File: src/rtl/axi4_lite_master.sv
// Single-outstanding AXI4-Lite initiator: one client command in, one AXI4-Lite transaction out, one response back.
// All AXI and client-facing outputs come straight from registers.
module axi4_lite_master #(
    parameter int ADDR_W = 32,
    parameter int DATA_W = 32,
    parameter logic [ADDR_W-9:0] OFFSET = '0
) (
    input  logic                ACLK,
    input  logic                ARSTn,
    input  logic                cmd_valid,
    output logic                cmd_ready,
    input  logic                cmd_write,
    input  logic [7:0]          cmd_addr,
    input  logic [DATA_W-1:0]   cmd_data,
    input  logic [DATA_W/8-1:0] cmd_strb,
    input  logic [2:0]          cmd_prot,
    output logic                rsp_valid,
    input  logic                rsp_ready,
    output logic [DATA_W-1:0]   rsp_data,
    output logic [1:0]          rsp_resp,
    output logic                AWVALID,
    input  logic                AWREADY,
    output logic [ADDR_W-1:0]   AWADDR,
    output logic [2:0]          AWPROT,
    output logic                WVALID,
    input  logic                WREADY,
    output logic [DATA_W-1:0]   WDATA,
    output logic [DATA_W/8-1:0] WSTRB,
    input  logic                BVALID,
    output logic                BREADY,
    input  logic [1:0]          BRESP,
    output logic                ARVALID,
    input  logic                ARREADY,
    output logic [ADDR_W-1:0]   ARADDR,
    output logic [2:0]          ARPROT,
    input  logic                RVALID,
    output logic                RREADY,
    input  logic [DATA_W-1:0]   RDATA,
    input  logic [1:0]          RRESP
);
    localparam int STRB_W = DATA_W / 8;

    typedef enum logic [2:0] {S_IDLE, S_WRITE, S_WRESP, S_READ, S_RDATA, S_RESP} state_t;

    state_t              state_reg, state_next;
    logic                cmd_ready_reg, cmd_ready_next;
    logic                rsp_valid_reg, rsp_valid_next;
    logic [DATA_W-1:0]   rsp_data_reg, rsp_data_next;
    logic [1:0]          rsp_resp_reg, rsp_resp_next;
    logic                awvalid_reg, awvalid_next;
    logic [ADDR_W-1:0]   awaddr_reg, awaddr_next;
    logic [2:0]          awprot_reg, awprot_next;
    logic                wvalid_reg, wvalid_next;
    logic [DATA_W-1:0]   wdata_reg, wdata_next;
    logic [STRB_W-1:0]   wstrb_reg, wstrb_next;
    logic                bready_reg, bready_next;
    logic                arvalid_reg, arvalid_next;
    logic [ADDR_W-1:0]   araddr_reg, araddr_next;
    logic [2:0]          arprot_reg, arprot_next;
    logic                rready_reg, rready_next;
    logic                aw_done_reg, aw_done_next;
    logic                w_done_reg, w_done_next;

    logic aw_fire, w_fire;
    assign aw_fire = awvalid_reg & AWREADY;
    assign w_fire  = wvalid_reg & WREADY;

    always_comb begin
        state_next     = state_reg;
        cmd_ready_next = cmd_ready_reg;
        rsp_valid_next = rsp_valid_reg;
        rsp_data_next  = rsp_data_reg;
        rsp_resp_next  = rsp_resp_reg;
        awvalid_next   = awvalid_reg;
        awaddr_next    = awaddr_reg;
        awprot_next    = awprot_reg;
        wvalid_next    = wvalid_reg;
        wdata_next     = wdata_reg;
        wstrb_next     = wstrb_reg;
        bready_next    = bready_reg;
        arvalid_next   = arvalid_reg;
        araddr_next    = araddr_reg;
        arprot_next    = arprot_reg;
        rready_next    = rready_reg;
        aw_done_next   = aw_done_reg;
        w_done_next    = w_done_reg;
        case (state_reg)
            S_IDLE: begin
                cmd_ready_next = 1'b1;
                if (cmd_valid && cmd_ready_reg) begin
                    cmd_ready_next = 1'b0;
                    if (cmd_write) begin
                        awaddr_next  = {OFFSET, cmd_addr};
                        awprot_next  = cmd_prot;
                        wdata_next   = cmd_data;
                        wstrb_next   = cmd_strb;
                        awvalid_next = 1'b1;
                        wvalid_next  = 1'b1;
                        aw_done_next = 1'b0;
                        w_done_next  = 1'b0;
                        state_next   = S_WRITE;
                    end else begin
                        araddr_next  = {OFFSET, cmd_addr};
                        arprot_next  = cmd_prot;
                        arvalid_next = 1'b1;
                        state_next   = S_READ;
                    end
                end
            end
            S_WRITE: begin
                // AW and W finish independently; the response phase waits for both.
                if (aw_fire) begin
                    awvalid_next = 1'b0;
                    aw_done_next = 1'b1;
                end
                if (w_fire) begin
                    wvalid_next = 1'b0;
                    w_done_next = 1'b1;
                end
                if ((aw_done_reg || aw_fire) && (w_done_reg || w_fire)) begin
                    bready_next = 1'b1;
                    state_next  = S_WRESP;
                end
            end
            S_WRESP: begin
                if (BVALID && bready_reg) begin
                    rsp_resp_next  = BRESP;
                    rsp_data_next  = '0;
                    bready_next    = 1'b0;
                    rsp_valid_next = 1'b1;
                    state_next     = S_RESP;
                end
            end
            S_READ: begin
                if (ARREADY && arvalid_reg) begin
                    arvalid_next = 1'b0;
                    rready_next  = 1'b1;
                    state_next   = S_RDATA;
                end
            end
            S_RDATA: begin
                if (RVALID && rready_reg) begin
                    rsp_data_next  = RDATA;
                    rsp_resp_next  = RRESP;
                    rready_next    = 1'b0;
                    rsp_valid_next = 1'b1;
                    state_next     = S_RESP;
                end
            end
            S_RESP: begin
                if (rsp_ready) begin
                    rsp_valid_next = 1'b0;
                    cmd_ready_next = 1'b1;
                    state_next     = S_IDLE;
                end
            end
            default: state_next = S_IDLE;
        endcase
    end

    always_ff @(posedge ACLK) begin
        if (!ARSTn) begin
            state_reg     <= S_IDLE;
            cmd_ready_reg <= 1'b0;
            rsp_valid_reg <= 1'b0;
            rsp_data_reg  <= '0;
            rsp_resp_reg  <= '0;
            awvalid_reg   <= 1'b0;
            awaddr_reg    <= '0;
            awprot_reg    <= '0;
            wvalid_reg    <= 1'b0;
            wdata_reg     <= '0;
            wstrb_reg     <= '0;
            bready_reg    <= 1'b0;
            arvalid_reg   <= 1'b0;
            araddr_reg    <= '0;
            arprot_reg    <= '0;
            rready_reg    <= 1'b0;
            aw_done_reg   <= 1'b0;
            w_done_reg    <= 1'b0;
        end else begin
            state_reg     <= state_next;
            cmd_ready_reg <= cmd_ready_next;
            rsp_valid_reg <= rsp_valid_next;
            rsp_data_reg  <= rsp_data_next;
            rsp_resp_reg  <= rsp_resp_next;
            awvalid_reg   <= awvalid_next;
            awaddr_reg    <= awaddr_next;
            awprot_reg    <= awprot_next;
            wvalid_reg    <= wvalid_next;
            wdata_reg     <= wdata_next;
            wstrb_reg     <= wstrb_next;
            bready_reg    <= bready_next;
            arvalid_reg   <= arvalid_next;
            araddr_reg    <= araddr_next;
            arprot_reg    <= arprot_next;
            rready_reg    <= rready_next;
            aw_done_reg   <= aw_done_next;
            w_done_reg    <= w_done_next;
        end
    end

    assign cmd_ready = cmd_ready_reg;
    assign rsp_valid = rsp_valid_reg;
    assign rsp_data  = rsp_data_reg;
    assign rsp_resp  = rsp_resp_reg;
    assign AWVALID   = awvalid_reg;
    assign AWADDR    = awaddr_reg;
    assign AWPROT    = awprot_reg;
    assign WVALID    = wvalid_reg;
    assign WDATA     = wdata_reg;
    assign WSTRB     = wstrb_reg;
    assign BREADY    = bready_reg;
    assign ARVALID   = arvalid_reg;
    assign ARADDR    = araddr_reg;
    assign ARPROT    = arprot_reg;
    assign RREADY    = rready_reg;
endmodule

File: config.mk
export PLATFORM = sky130hd
export DESIGN_NAME = axi4_lite_master
export DESIGN_NICKNAME = d
export VERILOG_FILES = /design/src/rtl/axi4_lite_master.sv
export SDC_FILE = /design/constraint.sdc
export NUM_CORES = 1
export LEC_CHECK = 0
export CAP_MARGIN = 25
export CORE_MARGIN = 8
export CORE_UTILIZATION = 35
export CTS_CLUSTER_DIAMETER = 150
export DETAILED_ROUTE_END_ITERATION = 6
export MAX_ROUTING_LAYER = met4
export PLACE_DENSITY = 0.85
export RECOVER_POWER = 100
export SLEW_MARGIN = 20
export SYNTH_ARGS = -nofsm -noshare
export SYNTH_HDL_FRONTEND = slang
export SYNTH_SLANG_ARGS = --single-unit
File: constraint.sdc
create_clock -name ACLK -period 1.8 [get_ports ACLK]
set_clock_uncertainty 0.2 [all_clocks]
set_input_delay 0.45 -clock ACLK [delete_from_list [all_inputs] [get_ports ACLK]]
set_output_delay 0.45 -clock ACLK [all_outputs]
set_load 0.01 [all_outputs]
# Word level (Yosys, flattened, before mapping)
# Index checks and enable logic that the tools add are counted.
[classes] n_eq_ne=15 mux=43 bitwise_logic=3 n_reduce_logical=26
[ops] operator="2-to-1 mux 32 bit" n=2
[ops] operator="case mux 32 bit (2 select lines)" n=1
[ops] operator="2-to-1 mux 1 bit" n=20
[ops] operator="!= test 2 bit, second input constant" n=10
[ops] operator="2-to-1 mux 3 bit" n=6
[ops] operator="case mux 3 bit (6 select lines)" n=1
[ops] operator="case mux 1 bit (2 select lines)" n=8
[ops] operator="AND reduction 4 bit" n=4
[ops] operator="AND reduction 3 bit" n=5
[ops] operator="nonzero test 2 bit" n=6
[ops] operator="equality test 3 x 2 -> 1 bit, second input constant" n=2
[ops] operator="equality test 3 bit, second input constant" n=2
[ops] operator="2-to-1 mux 2 bit" n=3
[ops] operator="AND reduction 6 bit" n=1
[ops] operator="logical AND 1 bit" n=5
[ops] operator="case mux 2 bit (2 select lines)" n=1
[ops] operator="equality test 3 x 1 -> 1 bit, second input constant" n=1
[ops] operator="zero test 3 bit" n=1
[ops] operator="case mux 1 bit (3 select lines)" n=1
[ops] operator="nonzero test 3 bit" n=1
[ops] operator="bitwise AND 1 bit" n=2
[ops] operator="logical OR 1 bit" n=2
[ops] operator="AND reduction 2 bit" n=1
[ops] operator="inverter 1 bit" n=1
[totals] ff_bits=104 inputBits=93 out_inout_bits=147 word_cells=105

# Depth between registers and ports, before layout
[logic_depth] ltp_word=5 depth_mapped=7

# Worst setup path after synthesis
# OpenSTA, ideal clock, no wires.
[synth_path] path_type="register -> register" startpoint="register state_reg[2]" endpoint="register araddr_reg[0] (netlist: ARADDR[0])" setup_ns=0.128 t_arrival_ns=1.426 path_slack_ns=0.046 stages_incl_launch_ff=7 n_path_buf=2 cell_sequence="dfxtp_1 buf_2 or2_2 nor4_4 buf_6 mux2i_1 nor2_1"
[synth_between] elab_chain_cells=2
[synth_lines] item="start: declaration" line_no="45" source="state_t state_reg, state_next;"
[synth_lines] item="start signal: assignment" line_no="182" source="state_reg <= state_next;"
[synth_lines] item="zero test 3 bit" line_no="87" source="case (state_reg)"
[synth_lines] item="AND reduction 3 bit (no source line)"
[synth_lines] item="end signal: assignment" line_no="195" source="araddr_reg <= araddr_next;"
[synth_lines] item="end: declaration" line_no="58" source="logic [ADDR_W-1:0] araddr_reg, araddr_next;"
# Every way passes these cells.
# A chain may end at the register's enable or synchronous reset.

# Worst setup path in the final report
[layout_path] startpoint="register state_reg[1]" endpoint="register arprot_reg[2] (netlist: ARPROT[2])"
[layout_between] elab_chain_cells=2
[layout_lines] item="zero test 3 bit" line_no="87"
[layout_lines] item="AND reduction 3 bit (no source line)"
[layout_lines] item="end signal: assignment" line_no="196" source="arprot_reg <= arprot_next;"
[layout_lines] item="end: declaration" line_no="59" source="logic [2:0] arprot_reg, arprot_next;"
# Every way passes these cells.

==> out/results.ini <==
[status]
status = completed

[route]
vias = 4320
dr.first_iter.drc_count = 188
vias_per_cell = 4.732
drtPass1Iterations = 4
post_detailed_route_drc_marker_count = 0
route.detailed.wl_per_inst_um = 16.26
routed_wl_um = 14850
drtAntennaViolNets = 0

[min_path]
hold_path.class = in2reg

[setup_path]
worst-endpoint-arrival_ns = 1.79
crit_path_start_kind = flip-flop
critPathCaptureType = flip-flop
cp.required_ns = 1.84
timing.critical_path.fanout_max = 9
critical_path_class = reg2reg

[sta]
setup_violations = 0
final_slew_viol_count = 0
period_needed_ns = 1.758
grt_setup_unrepaired = yes
report.final.hold_viol_count = 0
period_share_pct = 97.67
fmax_mhz = 568.8

[yosys]
synth.top_cell.area_share_pct = 46.21
primary_flip_flop_cell_chosen_by_synthesis_mapping = sky130_fd_sc_hd__dfxtp_1
synth-edff-count = 0
ys_top_cells_by_area = sky130_fd_sc_hd__dfxtp_1, sky130_fd_sc_hd__a21oi_1, sky130_fd_sc_hd__nand2_1
async_reset_ff_share_pct = 0
yosys_warnings = 0
syn-cell-area_um2 = 4506
yosys.cell_types.count = 42
syn_area_per_cell_um2 = 8.437
synth-seq-area-share_pct = 46.21
synth-seq-cells = 104
netlist_instances = 534
synth_top_cell_by_area = sky130_fd_sc_hd__dfxtp_1

[clock_tree]
cts_inserted_buffers = 9
clock_sinks = 104
clk_path_buf_depth = 2
cts_htree_levels = 3
tritoncts_clock_tree = done
worst_setup_hold_path_clk_slew_ns = 0.07
clkLatencyLatePin_ns = 0.35
clk_root_buf = sky130_fd_sc_hd__clkbuf_16

[die]
die_y_um = 129.5
die_area_um2 = 16760
floorplan.initialDensity_pct = 35.70
core-area_um2 = 12620
design.portCount = 240
die_width_um = 129.5
rows = 41

[layout]
layout.filler_cells = 1175
flow.area_growth_from_synthesis_pct = 53.71
layout-drive-gt1-share_pct = 10.01
fin_cells = 913
final_net_count = 829

[place]
placement.io_buffers = 191
detailed_place_hpwl_um = 10810
place.detailed.instances = 891
gp_routability_congestion = 0.7762

[grt]
number_of_antenna_violations_at_the_first_check_in_global_routing = 2
grt_pass1_vias = 4247
grt_remaining_overflow = 0
global_route_wire_length_before_repair_um = 22030
grt_start_max_net_pins = 38
groute.usage.overall_pct = 17.14

[power_and_ir_drop]
vdd.ir_drop.worst_mv = 0.7263
cellLeakagePower_nw = 3.005
power.density_cell_area_nw_per_um2 = 1078
post-layout-total-power_w = 0.007466

[job]
max_capacitance_violation_count = 0

==> cells in the final DEF (no fill, tap or decap), types with 3 or more instances in the layout <==
| cell type | instances |
|---|---|
| sky130_fd_sc_hd__nand2_1 | 104 |
| sky130_fd_sc_hd__dfxtp_1 | 101 |
| sky130_fd_sc_hd__dlygate4sd2_1 | 99 |
| sky130_fd_sc_hd__a21oi_1 | 89 |
| sky130_fd_sc_hd__clkdlybuf4s50_1 | 88 |
| sky130_fd_sc_hd__conb_1 | 48 |
| sky130_fd_sc_hd__nand4b_1 | 33 |
| sky130_fd_sc_hd__buf_4 | 26 |
| sky130_fd_sc_hd__o21ai_0 | 23 |
| sky130_fd_sc_hd__o21ai_1 | 15 |
| sky130_fd_sc_hd__mux2i_1 | 15 |
| sky130_fd_sc_hd__nor2_1 | 15 |
| sky130_fd_sc_hd__clkbuf_16 | 10 |
| sky130_fd_sc_hd__buf_6 | 8 |
| sky130_fd_sc_hd__buf_12 | 7 |
| sky130_fd_sc_hd__nand3_1 | 4 |
| sky130_fd_sc_hd__nand4_1 | 3 |
| sky130_fd_sc_hd__inv_1 | 3 |
| sky130_fd_sc_hd__dlymetal6s2s_1 | 3 |
==> where the power goes <==
group          total (W)  internal, W  switching [W]
Clock            0.00189      0.00106       0.000831
Sequential       0.00271      0.00257       0.000145
Combinational    0.00286      0.00135        0.00152
==> worst max-delay path, cell delays in order, from the launching register on <==
cell and delay (ns):
sky130_fd_sc_hd__dfxtp_2 0.34, sky130_fd_sc_hd__buf_4 0.15, sky130_fd_sc_hd__buf_6 0.14, sky130_fd_sc_hd__nor4_4 0.25
sky130_fd_sc_hd__buf_4 0.18, sky130_fd_sc_hd__clkbuf_16 0.16, sky130_fd_sc_hd__mux2i_1 0.19, sky130_fd_sc_hd__nor2_1 0.05
==> metrics by stage <==
step / hold slack, ns / cell area (um2) / utilization, % / TNS [ns] / setup slack (ns)
global route: 0.2474 / 6925 / 54.88 / -0.1392 / -0.04448
finish: 0.2448 / 6925 / 54.88 / 0 / 0.04196
global placement: 0.2402 / 6615 / 52.42 / -23.53 / -0.3363
CTS: 0.2517 / 6782 / 53.74 / 0 / 0.02215
floorplan: 0.2494 / 4682 / - / 0 / 0.04617
detailed placement: 0.2453 / 6615 / 52.42 / -26.26 / -0.3492
==> what timing repair did <==
action | 4_1_cts | 5_1_grt
pin swaps | 1 | 4
resized for setup | 101 | 35
cloned | 0 | 1
setup buffers | 1 | 4
setup endpoints to repair | 106 | 49
hold buffers | 0 | 0
==> logic make-up (layout without fill, tap and decap cells) <==
kind of cell / after synthesis / in the layout / share of synthesized area [%]
simple gates: 178 / 178 / 20.27
compound gates: 142 / 142 / 17.27
flops: 104 / 104 / 46.21
buf+inv: 94 / 252 / 12.83
mux: 15 / 15 / 3.332
other cells: 1 / 50 / 0.08323
==> cell usage after synthesis, drive strengths merged (2+ instances only) <==
master	number
a21oi	90
mux2i	15
nand4	3
buf	63
nor2b	2
a32oi	2
o21ai	38
o211a	2
clkbuf	27
nand4b	33
nor3	2
or3	2
dfxtp	104
nand2	106
a211o	2
inv	4
nand3	4
nand2b	2
nor2	17
==> area by class of cell <==
class	count	area, um2	area share (%)
sequential	104	2088	30.15
antenna	2	5.005	0.07227
inverter	4	15.01	0.2168
tap	172	215.2	3.107
multi-input combinational	383	2064	29.81
clock inverter	4	47.55	0.6865
clock buffer	10	229.0	3.306
timing repair buffer	234	2261	32.65
==> path summary, 6_finish.rpt <==
path,from,end,slack (ns),cells past startpoint
min,RVALID,RREADY$_SDFFE_PN0P_,0.24,4
max,state_reg[1]$_SDFFE_PN0P_,ARPROT[2]$_SDFFE_PN0P_,0.04,7
max reg2reg,state_reg[1]$_SDFFE_PN0P_,ARPROT[2]$_SDFFE_PN0P_,0.04,7
min reg2reg,WDATA[3]$_SDFFE_PN0P_,WDATA[3]$_SDFFE_PN0P_,0.25,2
==> per-layer routing <==
metal / vias to the layer above / share of wire [%] / global-route usage [%]
li1: 2142 / - / -
met1: 2021 / 38 / 18.30
met2: 151 / 51 / 28.71
met3: 6 / 10 / 7.847
met4: 0 / 0.62 / 3.620
met5: - / 0 / -
Note: power is estimated with default switching activity, not from simulation.
